===== config.mk =====
export PLATFORM = sky130hd
export DESIGN_NAME = ram_arbiter
export DESIGN_NICKNAME = d
export VERILOG_FILES = /design/src/rtl/ram_arbiter.sv
export SDC_FILE = /design/constraint.sdc
export NUM_CORES = 1
export LEC_CHECK = 0
export ABC_CLOCK_PERIOD_IN_PS = 2050
export CAP_MARGIN = 30
export CORE_ASPECT_RATIO = 0.9
export CORE_MARGIN = 1
export CORE_UTILIZATION = 30
export CTS_BUF_LIST = sky130_fd_sc_hd__clkbuf_4
export DETAILED_ROUTE_END_ITERATION = 8
export PLACE_DENSITY = 0.79
export SLEW_MARGIN = 20
export SYNTH_ARGS = -nofsm -noshare
export SYNTH_HDL_FRONTEND = slang
export SYNTH_SLANG_ARGS = --single-unit
export TNS_END_PERCENT = 1

===== constraint.sdc =====
create_clock -name clock -period 2.05 [get_ports clock]
set_input_delay 0.615 -clock clock [delete_from_list [all_inputs] [get_ports clock]]
set_output_delay 0.615 -clock clock [all_outputs]
set_load 0.1 [all_outputs]

===== src/rtl/ram_arbiter.sv =====
// Round-robin arbiter sharing one single-port synchronous RAM between two requesters,
// with burst locking and in-order routing of read data back to the owning requester.
module ram_arbiter #(
    parameter int ADDR_W = 8,
    parameter int DATA_W = 8,
    parameter int RD_LAT = 1
) (
    input  logic                clock,
    input  logic                resetn,
    input  logic [1:0]          req,
    input  logic [1:0]          lock,
    input  logic [1:0]          we,
    input  logic [2*ADDR_W-1:0] addr,
    input  logic [2*DATA_W-1:0] wdata,
    output logic [1:0]          gnt,
    output logic [1:0]          rvalid,
    output logic [DATA_W-1:0]   rdata,
    output logic [ADDR_W-1:0]   ram_address,
    output logic [DATA_W-1:0]   ram_data,
    output logic                ram_wren,
    input  logic [DATA_W-1:0]   ram_q
);

    localparam int LastStage = RD_LAT - 1;

    logic              r_ptr;
    logic              r_lockValid;
    logic              r_lockOwner;
    logic [RD_LAT-1:0] r_tagValid;
    logic [RD_LAT-1:0] r_tagId;
    logic [DATA_W-1:0] r_rdataHold;

    logic [1:0]        w_gntRaw;
    logic [1:0]        w_gnt;
    logic [1:0]        w_accept;
    logic              w_anyAccept;
    logic              w_idx;
    logic              w_tailValid;
    logic              w_tailId;

    // A lock only holds while its owner keeps both req and lock asserted
    always_comb begin
        w_gntRaw = 2'b00;
        if (r_lockValid && req[r_lockOwner] && lock[r_lockOwner]) begin
            w_gntRaw[r_lockOwner] = 1'b1;
        end else if (req == 2'b01) begin
            w_gntRaw = 2'b01;
        end else if (req == 2'b10) begin
            w_gntRaw = 2'b10;
        end else if (req == 2'b11) begin
            w_gntRaw = r_ptr ? 2'b10 : 2'b01;
        end
    end

    // Gating with resetn makes the grant and RAM strobes drop the instant reset asserts
    assign w_gnt       = resetn ? w_gntRaw : 2'b00;
    assign gnt         = w_gnt;
    assign w_accept    = req & w_gnt;
    assign w_anyAccept = |w_accept;
    assign w_idx       = w_gnt[1];

    always_comb begin
        ram_address = '0;
        ram_data    = '0;
        ram_wren    = 1'b0;
        if (w_anyAccept) begin
            ram_address = w_idx ? addr[2*ADDR_W-1:ADDR_W] : addr[ADDR_W-1:0];
            ram_data    = w_idx ? wdata[2*DATA_W-1:DATA_W] : wdata[DATA_W-1:0];
            ram_wren    = we[w_idx];
        end
    end

    always_ff @(posedge clock or negedge resetn) begin
        if (!resetn) begin
            r_ptr       <= 1'b0;
            r_lockValid <= 1'b0;
            r_lockOwner <= 1'b0;
        end else if (w_anyAccept) begin
            r_ptr       <= ~w_idx;
            r_lockValid <= lock[w_idx];
            r_lockOwner <= w_idx;
        end else begin
            r_lockValid <= 1'b0;
        end
    end

    // Tag pipeline tracks which requester owns the RAM output RD_LAT edges later
    always_ff @(posedge clock or negedge resetn) begin
        if (!resetn) begin
            r_tagValid <= '0;
            r_tagId    <= '0;
        end else begin
            r_tagValid[0] <= w_anyAccept && !we[w_idx];
            r_tagId[0]    <= w_idx;
            for (int j = 1; j < RD_LAT; j++) begin
                r_tagValid[j] <= r_tagValid[j-1];
                r_tagId[j]    <= r_tagId[j-1];
            end
        end
    end

    assign w_tailValid = r_tagValid[LastStage];
    assign w_tailId    = r_tagId[LastStage];

    always_ff @(posedge clock or negedge resetn) begin
        if (!resetn) begin
            r_rdataHold <= '0;
        end else if (w_tailValid) begin
            r_rdataHold <= ram_q;
        end
    end

    assign rvalid = w_tailValid ? (w_tailId ? 2'b10 : 2'b01) : 2'b00;
    assign rdata  = w_tailValid ? ram_q : r_rdataHold;

endmodule


### After elaboration in Yosys (flattened, before gate mapping)

Cells that the tools add are included.

* input port bits: 48
* output and inout bits: 29
* logic and storage cells: 45
* bits in registers: 13

* mux-type cells: 25
* equal/unequal tests: 3
* bitwise gates (word level): 2
* $lt $le $gt $ge: 3
* reduce and logical (&&, ||, !) cells: 6

Operators with widths (number)
* $mux W8: 5
* $mux W2: 8
* $mux W1: 11
* $eq A2 B2 Y1 const B: 2
* $logic_and A1 B1 Y1: 4
* $lt A1 B2 Y1 const B: 2
* $and A2 B2 Y2: 1
* $eq A2 B1 Y1 const B: 1
* $reduce_or A2 Y1: 1
* $demux W1 S1: 1
* $ge A1 B1 Y1 const B: 1
* $logic_not A1 Y1: 1
* $not A1 Y1: 1

### Logic depth before layout (Yosys ltp)

* depth in word-level cells: 10
* depth in mapped cells: 5
* gate-level depth less buffers: 4

### Least setup slack after synthesis

OpenSTA, ideal clock, no wires.

* path type: input to output
* from: input lock[0]
* to: output ram_address[1]
* cell stages on the path: 5
* path slack: -1.489 ns
* path buffers: 1
* data required time: 1.435 ns
* arrival time: 2.924 ns
* path through: and4b_1 > a41oi_2 > a21oi_2 > buf_6 > mux2i_1

* longest elaborated chain between the ends: 8
* elaborated cells on any way between the ends: 9
* those cells by class: 6 x mux; 1 x bitwise; 2 x reduce/logical

Ends and longest elaborated chain
* start, declared: line 11 `input logic [1:0] lock,`
* $mux W1 (implied by the code) * (2 in series): line 44 `if (r_lockValid && req[r_lockOwner] && lock[r_lockOwner]) begin`
* $logic_and A1 B1 Y1 *: line 44
* $mux W2 *: line 44
* $mux W2 *: line 56 `assign w_gnt = resetn ? w_gntRaw : 2'b00;`
* $and A2 B2 Y2: line 58 `assign w_accept = req & w_gnt;`
* $reduce_or A2 Y1: line 59 `assign w_anyAccept = |w_accept;`
* $mux W8 *: line 66 `if (w_anyAccept) begin`
* end, declared: line 18 `output logic [ADDR_W-1:0] ram_address,`

Every way passes the cells marked *; elsewhere a longest branch is shown, timed or not. The select of a mux whose other input is x is not followed.

### Final worst setup path

* from: register r_lockOwner
* to: output ram_data[4]

* longest elaborated chain between the ends: 9
* elaborated cells on any way between the ends: 17
* those cells by class: 2 x order compare; 10 x mux; 1 x bitwise; 4 x reduce/logical

Ends and longest elaborated chain
* start, declared: line 28 `logic r_lockOwner;`
* start signal, assigned: line 81 `r_lockOwner <= w_idx;`
* $lt A1 B2 Y1 (implied by the code) (tied with other cells): line 45 `w_gntRaw[r_lockOwner] = 1'b1;`
* $logic_and A1 B1 Y1 (implied by the code) / $mux W1 (equally long branches): line 45, 44
* $mux W1 (implied by the code) / $logic_and A1 B1 Y1 (equally long branches): line 45, 44
* $demux W1 S1 / $logic_and A1 B1 Y1 (equally long branches): line 45, 44
* $mux W2 *: line 44
* $mux W2 *: line 56
* $and A2 B2 Y2: line 58
* $reduce_or A2 Y1: line 59
* $mux W8 *: line 66
* end, declared: line 19 `output logic [DATA_W-1:0] ram_data,`

Marked as above.

==> reports/metrics.csv <==
stage,metric,value,unit
status,outcome,"complete, but fails checks",
status,violations,negative setup slack,
yosys,synth_seq_cells,13,
sta,holdWs,530,ps
routing,vias,1121,
placed_design,portBuffers,76,
worst_setup_path,required,1430,ps
routing,drtAntennaViolNets,0,
worst_setup_path,start_kind,flop,
sta,skew,1.87,ps
yosys,yosys_warnings,0,
placed_design,place_area,2350,um^2
floorplan,dieArea,3270,um^2
sta,worst_pin_slew,273,ps
sta,max_freq,373,MHz
hold_path,hold_path.class,reg2reg,
routing,wirelength,4050,um
grt,grtUsageTotal,0.260,
routing,drt-initial-drc-count,11,
pwr,vdd_drop_max,0.452,mV
cts,clkSinkCount,13,
sta,layout_setup_ws,-630,ps
floorplan,core,2820,um^2
yosys,syn_inst,102,
cts,path_clk_slew,90,ps
yosys,synthDistinctLibCells,22,
cts,hold_buffers,0,
pwr,p_leak,1.15,nW
yosys,yosysSeqAreaShare,0.356,
floorplan,initial_core_util,0.325,
routing,wl_per_cell,17.1,um
yosys,synth.avg_cell_area,8.97,um^2
cells_and_area,stdcell_count,237,
cts,clk_latency,280,ps
grt,antenna_found_initial,0,
worst_setup_path,critical_path_class,reg2out,
routing,via_per_inst,4.73,
cells_and_area,diodes,0,
sta,rsz0062_at_grt,true,
floorplan,rows,18,
yosys,netlist_area,915,um^2
flow_run,max_cap_viol_count,0,
sta,finalCritPeriodShare,1.31,
cells_and_area,final_layout_size_suffix_gt1_frac,0.477,
grt,grt_pass1_wl,6070,um
sta,finalWorstPathRequiredPeriod,2680,ps
grt,grt-ovfl-total,0,
cts,numCtsBuffers,3,
routing,first_pass_iters,4,
cts,clk_path_buf_depth,2,
cts,cts_root_buffer,clkbuf_4,
placed_design,gp_congestion,0.827,
sta,slew_headroom,0.818,
floorplan,pin_count,77,
worst_setup_path,cp-end-kind,primary output,
yosys,syn-num-nets,150,
cts,cts_tree,done,
routing,drcViolationCount,0,
sta,maxSlewViolCount,0,
sta,hold_viol_final,0,
grt,grt_start_max_net_pins,19,
sta,setup_tns,-11010,ps
worst_setup_path,critPathMaxFanout,6,
cells_and_area,final_nets,246,
sta,finalSetupViolations,19,
cells_and_area,fillers,103,
placed_design,dp_cells,228,
placed_design,place.detailed.hpwl,2630,um
floorplan,die_x,60.2,um
worst_setup_path,crit_arrival,2060,ps
floorplan,die_h,54.4,um
pwr,powerDensity,748,nW/um^2
grt,grt_pass1_vias,1246,
cts,htreeDepth,1,
cells_and_area,area_delta_synth_final,176,%
cells_and_area,fin_area,2520,um^2
layout make-up:
type,count,area (um^2),area share
clock buffers,4,30.0,0.0119
inverters,20,75.1,0.0298
multi-input cells,64,768,0.305
flip-flops and latches,13,327,0.130
well taps,40,50.0,0.0199
repair buffers,96,1270,0.504
cell usage in the layout, fill, tap and decap left out, types with 2 or more instances in the layout:
cell type	n
clkdlybuf4s50_1	34
buf_12	33
inv_1	19
nand2_1	19
mux2i_4	17
buf_4	15
dfrtp_1	12
mux2_4	8
dlygate4sd2_1	7
clkbuf_4	4
a21oi_4	2
nor2_1	2
dlymetal6s2s_1	2
through the flow:
step	worst slack, ps	utilization	power, mW
after floorplan	-684	-	1.11
after global placement	-914	0.836	1.61
after detailed placement	-980	0.836	1.63
after CTS	-578	0.891	1.86
after global routing	-690	0.895	1.94
final	-630	0.895	1.88
registers in the layout (all words and copies together) (netlist names):
| signal | flops |
|---|---|
| r_lockValid | 1 |
| r_tagId | 1 |
| r_ptr | 1 |
| r_rdataHold | 8 |
| r_lockOwner | 1 |
| r_tagValid | 1 |
layer usage:
layer | vias to the layer above | track usage | share of wire
met4 | 0 | 0.0698 | 0.013
met3 | 8 | 0.0686 | 0.060
met5 | - | 0 | 0
li1 | 520 | - | -
met1 | 536 | 0.276 | 0.38
met2 | 57 | 0.505 | 0.55
synthesized netlist by cell type:
library cell / n / share of area
a21boi_2: 1 / 0.012
a21oi_1: 1 / 0.0055
a21oi_2: 1 / 0.0096
a22o_2: 1 / 0.011
a31oi_1: 1 / 0.0068
a41oi_2: 1 / 0.018
and2_1: 1 / 0.0068
and4b_1: 1 / 0.011
buf_2: 1 / 0.0055
buf_6: 2 / 0.025
clkbuf_1: 2 / 0.0082
dfrtp_1: 13 / 0.36
inv_1: 20 / 0.082
mux2_2: 9 / 0.11
mux2i_1: 18 / 0.20
nand2_1: 20 / 0.082
nand3_1: 1 / 0.0055
nor2_1: 3 / 0.012
nor2b_1: 2 / 0.014
o211ai_1: 1 / 0.0082
o21a_1: 1 / 0.0082
o21ai_0: 1 / 0.0055
cell families after synthesis:
| family | Yosys count | synth area share |
|---|---|---|
| mux | 27 | 0.308 |
| compound gates | 9 | 0.0848 |
| flops | 13 | 0.356 |
| simple gates | 28 | 0.131 |
| buf+inv | 25 | 0.120 |
repair_timing:
item	4_1_cts	5_1_grt
gates cloned	1	0
gates resized for setup	36	4
pin swaps	5	0
buffers inserted	4	0
setup endpoints to repair	28	21
power by group:
| group | switching (mW) | internal (mW) |
|---|---|---|
| clock network | 0.0945 | 0.0889 |
| registers | 0.0287 | 0.305 |
| logic | 0.800 | 0.567 |
worst max-delay path: stages, from the launching register on:
cell and delay, ps:
dfrtp_1 400, and4b_1 310, a41oi_2 80, a21oi_4 220
bufbuf_16 310, mux2i_4 260, buf_12 200
worst paths after layout:
check | from | depth (start not counted) | slack [ps] | to
worst max register to register | r_lockOwner | 6 | 180 | r_tagValid
worst max-delay path | r_lockOwner | 6 | -630 | ram_data[4]
min in group asynchronous | resetn | 3 | 560 | r_rdataHold[4]
max in group asynchronous | resetn | 3 | 1300 | r_tagValid
worst min register to register | r_rdataHold[5] | 1 | 530 | r_rdataHold[5]
worst min-delay path | r_rdataHold[5] | 1 | 530 | r_rdataHold[5]
Power figures use the tool's default switching activity.
